<file path="src/rtl/ic_ff_pkg.sv">
// ---------------------------------------------------------------------------
// ic_ff_pkg
// Shared definitions for the emulated '74-family flip-flop bank.
//   ff_mode_e        : behaviour selector (D, JK, T) applied to every channel
//   EDGE_RISE/FALL   : pin-clock polarity selectors
//   SYNC_MIN/MAX     : legal synchroniser depths
//   CHANNELS_MAX     : widest bank the emulator fabric instantiates
//   ff_next()        : next-state of one flip-flop on an active pin edge
//   active_edge()    : per-bit active-edge detector for a chosen polarity
// ---------------------------------------------------------------------------
package ic_ff_pkg;

    typedef enum logic [1:0] {
        FF_MODE_D  = 2'd0,
        FF_MODE_JK = 2'd1,
        FF_MODE_T  = 2'd2
    } ff_mode_e;

    localparam bit EDGE_RISE = 1'b1;
    localparam bit EDGE_FALL = 1'b0;

    localparam int SYNC_MIN     = 2;
    localparam int SYNC_MAX     = 4;
    localparam int CHANNELS_MAX = 16;

    // Next state of a single flip-flop when its pin clock has an active edge.
    // In D mode dj is the data pin, in JK mode dj is J, in T mode dj is T.
    function automatic logic ff_next(
        input ff_mode_e mode,
        input logic     q,
        input logic     dj,
        input logic     k
    );
        logic nxt;
        nxt = q;
        case (mode)
            FF_MODE_D:  nxt = dj;
            FF_MODE_JK: begin
                case ({dj, k})
                    2'b00:   nxt = q;
                    2'b01:   nxt = 1'b0;
                    2'b10:   nxt = 1'b1;
                    default: nxt = ~q;
                endcase
            end
            FF_MODE_T:  nxt = dj ? ~q : q;
            default:    nxt = q;
        endcase
        return nxt;
    endfunction

    // Active edge: current sample at the active level, previous sample not.
    function automatic logic active_edge(
        input bit   edge_sel,
        input logic cur,
        input logic prev
    );
        return (cur == edge_sel) && (prev != edge_sel);
    endfunction

endpackage

</file>
<file path="src/rtl/ic_pin_sync.sv">
// ---------------------------------------------------------------------------
// ic_pin_sync
// Generic multi-bit synchroniser: each bit of d passes through a STAGES-deep
// flop chain clocked by clk. Every input group of the flip-flop bank uses the
// same depth so that data pins stay aligned with the clock pin that samples
// them.
// Parameters:
//   WIDTH     : number of independent bits
//   STAGES    : chain depth (2..4)
//   RESET_VAL : value loaded into every stage on reset (inactive pin level)
// Ports:
//   clk   in  1      system clock
//   rst_n in  1      synchronous active-low reset
//   d     in  WIDTH  asynchronous pin inputs
//   q     out WIDTH  synchronised outputs (last stage)
// ---------------------------------------------------------------------------
module ic_pin_sync #(
    parameter int               WIDTH     = 1,
    parameter int               STAGES    = 2,
    parameter logic [WIDTH-1:0] RESET_VAL = '0
) (
    input  logic             clk,
    input  logic             rst_n,
    input  logic [WIDTH-1:0] d,
    output logic [WIDTH-1:0] q
);

    logic [STAGES-1:0][WIDTH-1:0] chain;

    // Reset drives every stage to the inactive level so that in-flight pin
    // events are flushed and nothing reappears after reset release.
    always_ff @(posedge clk) begin
        if (!rst_n) begin
            chain <= {STAGES{RESET_VAL}};
        end else begin
            chain <= {chain[STAGES-2:0], d};
        end
    end

    assign q = chain[STAGES-1];

endmodule

</file>
<file path="src/rtl/ic_ff_bank.sv">
// ---------------------------------------------------------------------------
// ic_ff_bank
// Multi-channel emulator of '74-family edge-triggered flip-flops
// (74LS74/73/109/112 class). Each channel has its own pin clock and
// active-low preset/clear; every pin is synchronised into the CLK domain.
// Parameters:
//   CHANNELS    : number of independent flip-flops (1..16)
//   MODE        : 0 = D, 1 = JK, 2 = T (all channels)
//   EDGE        : 1 = rising pin-clock edge, 0 = falling pin-clock edge
//   SYNC_STAGES : synchroniser depth on every pin input (2..4)
// Ports:
//   CLK     in  1         system clock
//   RST_N   in  1         synchronous active-low reset
//   PIN_CLK in  CHANNELS  emulated pin clocks (asynchronous)
//   PRE_N   in  CHANNELS  preset, active low, level sensitive
//   CLR_N   in  CHANNELS  clear, active low, level sensitive
//   DJ      in  CHANNELS  D / J / T input depending on MODE
//   K       in  CHANNELS  K input (JK mode only)
//   Q       out CHANNELS  true output
//   QB      out CHANNELS  complement output (both high when PRE_N=CLR_N=0)
// Latency from a pin event sampled at CLK edge k to Q/QB is edge
// k+SYNC_STAGES, identically for clock, data, preset and clear pins.
// ---------------------------------------------------------------------------
module ic_ff_bank
    import ic_ff_pkg::*;
#(
    parameter int CHANNELS    = 2,
    parameter int MODE        = 0,
    parameter int EDGE        = 1,
    parameter int SYNC_STAGES = 2
) (
    input  logic                CLK,
    input  logic                RST_N,
    input  logic [CHANNELS-1:0] PIN_CLK,
    input  logic [CHANNELS-1:0] PRE_N,
    input  logic [CHANNELS-1:0] CLR_N,
    input  logic [CHANNELS-1:0] DJ,
    input  logic [CHANNELS-1:0] K,
    output logic [CHANNELS-1:0] Q,
    output logic [CHANNELS-1:0] QB
);

    localparam ff_mode_e MODE_SEL = ff_mode_e'(2'(MODE));
    localparam bit       EDGE_SEL = (EDGE != 0) ? EDGE_RISE : EDGE_FALL;

    // Edge qualification stays off until the synchroniser has refilled with
    // real pin levels and the delayed copy has caught up with it.
    localparam int HOLDOFF = SYNC_STAGES + 1;
    localparam int CNT_W   = $clog2(HOLDOFF + 1);

    logic [CHANNELS-1:0] clk_sync;
    logic [CHANNELS-1:0] pre_sync;
    logic [CHANNELS-1:0] clr_sync;
    logic [CHANNELS-1:0] dj_sync;
    logic [CHANNELS-1:0] k_sync;

    logic [CHANNELS-1:0] clk_dly;
    logic [CNT_W-1:0]    holdoff_cnt;
    logic                qualified;
    logic [CHANNELS-1:0] edge_ok;

    logic [CHANNELS-1:0] q_r;
    logic [CHANNELS-1:0] qb_r;
    logic [CHANNELS-1:0] q_next;
    logic [CHANNELS-1:0] qb_next;

    // ---------------------------------------------------------------------
    // Input synchronisers, one per pin group, all the same depth.
    // Preset/clear reset to their inactive (high) level.
    // ---------------------------------------------------------------------
    ic_pin_sync #(
        .WIDTH     (CHANNELS),
        .STAGES    (SYNC_STAGES),
        .RESET_VAL ({CHANNELS{1'b0}})
    ) u_sync_clk (
        .clk   (CLK),
        .rst_n (RST_N),
        .d     (PIN_CLK),
        .q     (clk_sync)
    );

    ic_pin_sync #(
        .WIDTH     (CHANNELS),
        .STAGES    (SYNC_STAGES),
        .RESET_VAL ({CHANNELS{1'b1}})
    ) u_sync_pre (
        .clk   (CLK),
        .rst_n (RST_N),
        .d     (PRE_N),
        .q     (pre_sync)
    );

    ic_pin_sync #(
        .WIDTH     (CHANNELS),
        .STAGES    (SYNC_STAGES),
        .RESET_VAL ({CHANNELS{1'b1}})
    ) u_sync_clr (
        .clk   (CLK),
        .rst_n (RST_N),
        .d     (CLR_N),
        .q     (clr_sync)
    );

    ic_pin_sync #(
        .WIDTH     (CHANNELS),
        .STAGES    (SYNC_STAGES),
        .RESET_VAL ({CHANNELS{1'b0}})
    ) u_sync_dj (
        .clk   (CLK),
        .rst_n (RST_N),
        .d     (DJ),
        .q     (dj_sync)
    );

    ic_pin_sync #(
        .WIDTH     (CHANNELS),
        .STAGES    (SYNC_STAGES),
        .RESET_VAL ({CHANNELS{1'b0}})
    ) u_sync_k (
        .clk   (CLK),
        .rst_n (RST_N),
        .d     (K),
        .q     (k_sync)
    );

    // One-cycle-delayed copy of the synchronised pin clocks for edge detect.
    always_ff @(posedge CLK) begin
        if (!RST_N) begin
            clk_dly <= '0;
        end else begin
            clk_dly <= clk_sync;
        end
    end

    // Post-reset holdoff: counts up to HOLDOFF and then saturates. A pin
    // clock already at the active level at reset release produces one
    // apparent edge inside this window, which is thereby suppressed.
    always_ff @(posedge CLK) begin
        if (!RST_N) begin
            holdoff_cnt <= '0;
        end else if (!qualified) begin
            holdoff_cnt <= holdoff_cnt + 1'b1;
        end
    end

    assign qualified = (holdoff_cnt == CNT_W'(HOLDOFF));

    // ---------------------------------------------------------------------
    // Per-channel priority: both overrides > preset > clear > pin edge >
    // hold. Outside the overrides QB is recomputed as ~Q, which is also how
    // QB drops back to 0 when preset and clear release together.
    // Edges seen while an override is active are simply not used, so they
    // are discarded rather than deferred.
    // ---------------------------------------------------------------------
    for (genvar ch = 0; ch < CHANNELS; ch++) begin : g_chan
        logic pre_act;
        logic clr_act;
        logic q_edge;

        assign edge_ok[ch] = qualified &&
                             active_edge(EDGE_SEL, clk_sync[ch], clk_dly[ch]);

        assign pre_act = ~pre_sync[ch];
        assign clr_act = ~clr_sync[ch];

        assign q_edge = edge_ok[ch]
                      ? ff_next(MODE_SEL, q_r[ch], dj_sync[ch], k_sync[ch])
                      : q_r[ch];

        assign q_next[ch] = pre_act ? 1'b1 :
                            clr_act ? 1'b0 :
                            q_edge;

        assign qb_next[ch] = (pre_act && clr_act) ? 1'b1 :
                             pre_act              ? 1'b0 :
                             clr_act              ? 1'b1 :
                             ~q_edge;
    end

    // Output registers; reset wins over every other condition.
    always_ff @(posedge CLK) begin
        if (!RST_N) begin
            q_r  <= '0;
            qb_r <= '1;
        end else begin
            q_r  <= q_next;
            qb_r <= qb_next;
        end
    end

    assign Q  = q_r;
    assign QB = qb_r;

endmodule

</file>
<file path="config.mk">
export PLATFORM = sky130hd
export DESIGN_NAME = ic_ff_bank
export DESIGN_NICKNAME = d
export VERILOG_FILES = /design/src/rtl/ic_ff_pkg.sv /design/src/rtl/ic_pin_sync.sv /design/src/rtl/ic_ff_bank.sv
export SDC_FILE = /design/constraint.sdc
export NUM_CORES = 1
export LEC_CHECK = 0
export BUFFER_PORTS_ARGS = -buffer_cell sky130_fd_sc_hd__buf_2
export CAP_MARGIN = 20
export CORE_MARGIN = 4
export CORE_UTILIZATION = 40
export DETAILED_ROUTE_END_ITERATION = 7
export GPL_TIMING_DRIVEN = 0
export PLACE_DENSITY_LB_ADDON = 0.15
export SLEW_MARGIN = 20
export SYNTH_ARGS = -nofsm -noshare
export SYNTH_HDL_FRONTEND = slang
export SYNTH_SLANG_ARGS = --single-unit
</file>
<file path="constraint.sdc">
create_clock -name CLK -period 3.7 [get_ports CLK]
set_clock_uncertainty 0.15 [all_clocks]
set_input_delay 0.74 -clock CLK [delete_from_list [all_inputs] [get_ports CLK]]
set_output_delay 0.74 -clock CLK [all_outputs]
set_load 0.02 [all_outputs]
</file>
==> results of run 1 <==
[metrics by stage]
step	std cells	total power, mW
5_1_grt	106	0.4714
2_1_floorplan	64	0.3121
6_report	106	0.4487
3_5_place_dp	102	0.3249
4_1_cts	106	0.4543
3_3_place_gp	102	0.3232
[metal layers]
metal	up-vias	wire length, um
li1	244	-
met1	199	503
met2	11	404
met3	2	69
met4	0	14
met5	-	0
[area by class of cell]
class | count | area (um^2)
fillers | 176 | 867.1
flip-flops and latches | 24 | 480.5
multi-input cells | 37 | 250.2
repair buffers | 13 | 65.06
clock buffers | 4 | 36.28
well taps | 25 | 31.28
plain buffers | 2 | 11.26
inverters | 1 | 3.754
[cells by family (layout without fill, tap and decap cells)]
group                    after synthesis  after routing  synth area share (%)
AO/OA/AOI/OAI                          4              4                 4.362
XOR/XNOR                               1              1                 1.175
adder cells (fa/ha/maj)                1              1                 1.678
buffers and inverters                  3             20                 2.013
flip-flops                            24             24                 64.43
multiplexers                           3              3                 4.027
AND/OR/NAND/NOR                       28             28                 22.32
[state kept, by name, indices dropped and copies added (netlist names)]
name and cells:
holdoff_cnt 2, u_sync_dj.chain 2, u_sync_clr.q 2, u_sync_pre.chain 2
u_sync_clk.chain 2, u_sync_clk.q 2, clk_dly 2, u_sync_clr.chain 2
u_sync_pre.q 2, u_sync_dj.q 2, Q 2, QB 2
[path summary, 6_finish.rpt]
check,slack (ps),end,depth (start not counted)
max,1960,Q[1],1
min,270,u_sync_pre.q[1],1
max reg2reg,2340,QB[0],4
min reg2reg,270,u_sync_pre.q[1],1
[power groups by stage]
stage / registers (mW) / logic [mW] / clock network, mW
3_3_place_gp: 0.287 / 0.0366 / 0
4_1_cts: 0.281 / 0.0382 / 0.135
6_report: 0.281 / 0.0374 / 0.130
2_1_floorplan: 0.289 / 0.0233 / 0
5_1_grt: 0.283 / 0.0426 / 0.145
3_5_place_dp: 0.287 / 0.0380 / 0
[cell usage in the layout (no fill, tap or decap), drive strengths merged, types with 2 or more instances in the layout]
| cell type | instances |
|---|---|
| nand3b | 2 |
| nand3 | 2 |
| mux2i | 3 |
| nand2b | 7 |
| nor2 | 2 |
| buf | 14 |
| nand2 | 2 |
| o221ai | 2 |
| clkbuf | 5 |
| dfxtp | 24 |
| nand4 | 2 |
| a21o | 2 |
| and2 | 10 |
==> metrics.csv, run 1 <==
metric,value,unit
fmax,574.4,MHz
grt_max_degree,14,
gp_congestion,0.6756,
fp.dieH,51.18,um
critPathLaunchType,flop,
num_antenna_cells,0,
antenna_left,0,
post_cts_buffers,0,
maxCapViolCount,0,
clk_latency,300,ps
final_util,50.32,%
max_slew_margin,80.25,%
cts_num_sinks,24,
grt_pass1_wl,1814,um
worst_slack,1959,ps
crit_path_top_delay_cell,dfxtp_1,
switchingPower,0.09510,mW
fp-row-count,15,
cts_buffer_depth,2,
post-route-cell-area,878.3,um^2
rsz0062_at_grt,false,
synth-async-reset-ratio,0,%
avgSynthCellArea,11.65,um^2
synth_top_area_cell,dfxtp_1,
period_share,47.05,%
grt_overflow,0,
synth-edff-count,0,
peakVddDrop,0.2917,mV
die_w,51.18,um
setup_viol,0,
cpPeakStageDelay,380,ps
antenna_found_initial,0,
crit_path_max_fanout,3,
p_int,0.3536,mW
r2r-start,holdoff_cnt[0],
p_sw_share,21.19,%
grt_util_met3,3.499,%
period_needed,1741,ps
wire_per_inst,9.349,um
worst_slew_pin_slew,296.3,ps
synth_cell_types,17,
top_usage_layer,met2,
ys_ff_latch,24,
finalNetCount,95,
drtIter0Drc,3,
dieArea,0.002619,mm^2
pwr_density_cell,510.9,mW/mm^2
synth_area_leaders,"dfxtp_1 (64%), and2_1 (8.4%), nand2b_1 (5.9%), mux2i_1 (4.0%), o221ai_1 (2.3%)",
dr.pass1.iters,4,
start_util,42.72,%
area_delta_synth_final,17.79,%
clkTransAtPathRegs,120,ps
p_comb_share,8.3,%
cp.required,2810,ps
hold_start,u_sync_pre.chain[1],
p_leak,0.3892,nW
crit_type,reg -> out,
startpoint,Q[1],
yosysMostFrequentCell,dfxtp_1,
cts_tree,yes,
avgViaCountPerCell,4.302,
cp_num_buf_inv,1,
synth_warnings,0,
numCtsBuffers,3,
grt_use_total,9.292,%
syn-num-nets,77,
clock-root-buffer,clkbuf_4,
final_hold_viol_count,0,
wirelength,991,um
endpoint_kind,primary output,
htreeDepth,1,
whs,269.3,ps
hold_buffers,0,
p_clk_share,29.1,%
vias,456,
yosys_most_used_dff,dfxtp_1,
globalRouteMet1Util,11.43,%
drive_above_1_share,22.22,%
postPlaceCellArea,842.1,um^2
num_io_pins,16,
preCtsSetupSlack,2130,ps
hold_class,reg -> reg,
netlist_top_cells_count,"dfxtp_1 (24), and2_1 (10), nand2b_1 (7), mux2i_1 (3)",
drc,0,
status,completed,
path_cells,buf_2,
cts_resized,0,
seq_area_frac_synth,64.43,%
fin_setup_tns,0,ps
grt_pass1_vias,432,
cp_top_family,flip-flops,
synthCells,64,
synth_area,745.7,um^2
p_seq_share,62.6,%
crit_arrival,850,ps
io_buffers,13,
synth_top_area_share,64.43,%
coreArea,0.001745,mm^2
grtUsageMet2,14.38,%
slew_violations,0,
(Power assumes the default switching activity.)
==> run 2, diff against run 1 <==
--- a/config.mk
+++ b/config.mk
@@ -5,6 +5,7 @@
 export SDC_FILE = /design/constraint.sdc
 export NUM_CORES = 1
 export LEC_CHECK = 0
+export ABC_AREA = 1
 export BUFFER_PORTS_ARGS = -buffer_cell sky130_fd_sc_hd__buf_2
 export CAP_MARGIN = 20
 export CORE_MARGIN = 4
==> constraint.sdc (replaced) <==
create_clock -name CLK -period 1.7 [get_ports CLK]
set_clock_uncertainty 0.15 [all_clocks]
set_input_delay 0.34 -clock CLK [delete_from_list [all_inputs] [get_ports CLK]]
set_output_delay 0.34 -clock CLK [all_outputs]
set_load 0.02 [all_outputs]
==> run 2 against run 1 <==
Net effect:
- sequential share of layout area fell by 3.2 points
- sequential power rose by 120%
- utilization down 2.3 points
- synthesized area increased by 8.7%
- critical path type unchanged
- critical endpoint unchanged
- largest power group unchanged
==> metrics.csv, run 2 <==
metric,value,unit,change
fin_setup_tns,0,ps,unchanged
die_w,53.02,um,+3.6%
hold_class,in -> reg,,
wirelength,1012,um,+2.1%
post_cts_buffers,0,,unchanged
cts_buffer_depth,2,,unchanged
final_common_cell,dfxtp_1,,
path_cells,buf_2,,
wire_per_inst,7.845,um,-16%
htreeDepth,1,,unchanged
maxCapViolCount,0,,unchanged
area_delta_synth_final,14.97,%,
worst_hold_path.endpoint,u_sync_pre.chain[0],,
fmax,774.7,MHz,
crit_path_max_fanout,2,,-1
netlist_top_cells_count,"dfxtp_1 (24), inv_1 (17), nand2_1 (14), nor2_1 (5), or2_1 (5)",,
fp-row-count,16,,+1
num_io_pins,16,,unchanged
setup_viol,0,,unchanged
grt_overflow,0,,unchanged
grt_pass1_vias,505,,+17%
cts_resized,0,,unchanged
whs,61.44,ps,-207.8 ps
worstRegToRegCells,7,,+3
synth-edff-count,0,,unchanged
dieArea,0.002811,mm^2,+7.3%
synth_area_leaders,"dfxtp_1 (59%), inv_1 (7.9%), nand2_1 (6.5%), nand3_2 (4.9%), or2_1 (3.9%)",,
cp.required,1210,ps,-1600 ps
crit_type,reg -> out,,
antenna_left,0,,unchanged
synth_cell_types,17,,unchanged
antenna_found_initial,0,,unchanged
finalNetCount,117,,+23%
gp_congestion,0.6387,,-5.5%
endpoint_kind,primary output,,
synth_area,810.8,um^2,+8.7%
drive_above_1_share,30.39,%,+8.2 points
avgSynthCellArea,9.428,um^2,-19%
clock-root-buffer,clkbuf_4,,
num_antenna_cells,0,,unchanged
dr.pass1.iters,1,,-3
drc,0,,unchanged
final_cell_mix,"dfxtp_1 (24), inv_1 (17), buf_2 (14), nand2_1 (14)",,
period_needed,1291,ps,
max_slew_margin,88.67,%,+8.4 points
holdPathStages,2,,+1
ys_ff_latch,24,,unchanged
numCtsBuffers,3,,unchanged
crit_path_top_delay_cell,dfxtp_1,,
p_leak,0.4714,nW,+21%
pwr_density_cell,1021,mW/mm^2,+100%
fp.dieH,53.02,um,+3.6%
cpPeakStageDelay,340,ps,-40 ps
grt_max_degree,13,,-1
hold_buffers,0,,unchanged
dp_hpwl,752.9,um,
seq_area_frac_synth,59.26,%,-5.2 points
r2r-start,holdoff_cnt[0],,
slew_violations,0,,unchanged
status,completed,,
crit_arrival,800,ps,-50 ps
hold_start,PRE_N[0],,
period_share,75.93,%,
synth-async-reset-ratio,0,%,unchanged
cp_num_buf_inv,1,,unchanged
synth_top_area_share,59.26,%,-5.2 points
rrSetupSlack,460,ps,-1880 ps
peakVddDrop,0.5706,mV,+96%
synth_warnings,0,,unchanged
avgViaCountPerCell,4.101,,-4.7%
syn-num-nets,99,,+29%
io_buffers,13,,unchanged
start_util,41.75,%,-0.97 points
vias,529,,+16%
critPathLaunchType,flop,,
cp_top_family,flip-flops,,
synthCells,86,,+34%
clk_latency,290,ps,about the same
coreArea,0.001942,mm^2,+11%
synth_top_area_cell,dfxtp_1,,
yosys_most_used_dff,dfxtp_1,,
worst_slew_pin_slew,170.0,ps,-126.4 ps
yosysMostFrequentCell,dfxtp_1,,
drtIter0Drc,0,,-3
r2r-end,QB[1],,
final_hold_viol_count,0,,unchanged
cts_tree,yes,,
grt_use_total,10.10,%,+0.81 points
clkTransAtPathRegs,110,ps,about the same
rsz0062_at_grt,false,,
grt_pass1_wl,1973,um,+8.8%
cts_num_sinks,24,,unchanged
run 2: cell types whose count changed after synthesis, moves of 4 or more:
cell      change
and2_1       -10
nand2b_1      -7
inv_1        +16
or2_1         +5
nand3_2       +4
nand2_1      +12
run 2: area by class of cell:
class	instances	area [um^2]
well taps	27	33.78
fillers	195	1010
repair buffers	13	65.06
clock buffers	3	22.52
inverters	18	67.56
flip-flops and latches	24	480.5
multi-input cells	41	235.2
plain buffers	3	27.53
run 2: logic make-up (layout without fill, tap and decap cells):
group                      Yosys count  after routing  share of synthesized area (%)
AOI/OAI and AO/OA                    4              4                          3.394
and+or+nand+nor                     35             35                          22.99
adders and majority gates            1              1                          1.543
xor gates and xnor gates             1              1                          1.080
DFF                                 24             24                          59.26
buffers and inverters               21             37                          11.73
run 2: metrics by stage:
step                instances  setup WS, ps  area (um^2)  util (%)  power (mW)
CTS                       129         385.0        932.1     48.00      0.9726
floorplan                  86         546.2        810.8         -      0.7091
detailed placement        126         475.7        909.6     46.84      0.7380
finish                    129         409.2        932.1     48.00      0.9513
global route              129         345.1        932.1     48.00       1.020
global placement          126         489.1        909.6     46.84      0.7346
run 2: power breakdown:
group          total [mW]  switching (mW)  internal (mW)  leakage, nW
Sequential          0.618          0.0168          0.601        0.198
Combinational       0.105          0.0545         0.0508        0.259
Clock               0.228           0.146         0.0825       0.0138
run 2: how the worst max path moves through the flow:
stage	start	to	depth (start not counted)
floorplan	holdoff_cnt[0]	QB[0]	7
global placement	holdoff_cnt[0]	QB[1]	7
detailed placement	holdoff_cnt[0]	QB[1]	7
CTS	Q[1]	Q[1]	1
global route	Q[0]	Q[0]	1
finish	Q[1]	Q[1]	1
run 2: metal layers:
metal	GRT usage, %	vias up	wire, um
met4	7.660	0	7
met3	3.380	2	47
met5	0	-	0
met1	11.27	235	457
li1	-	284	-
met2	15.70	8	499
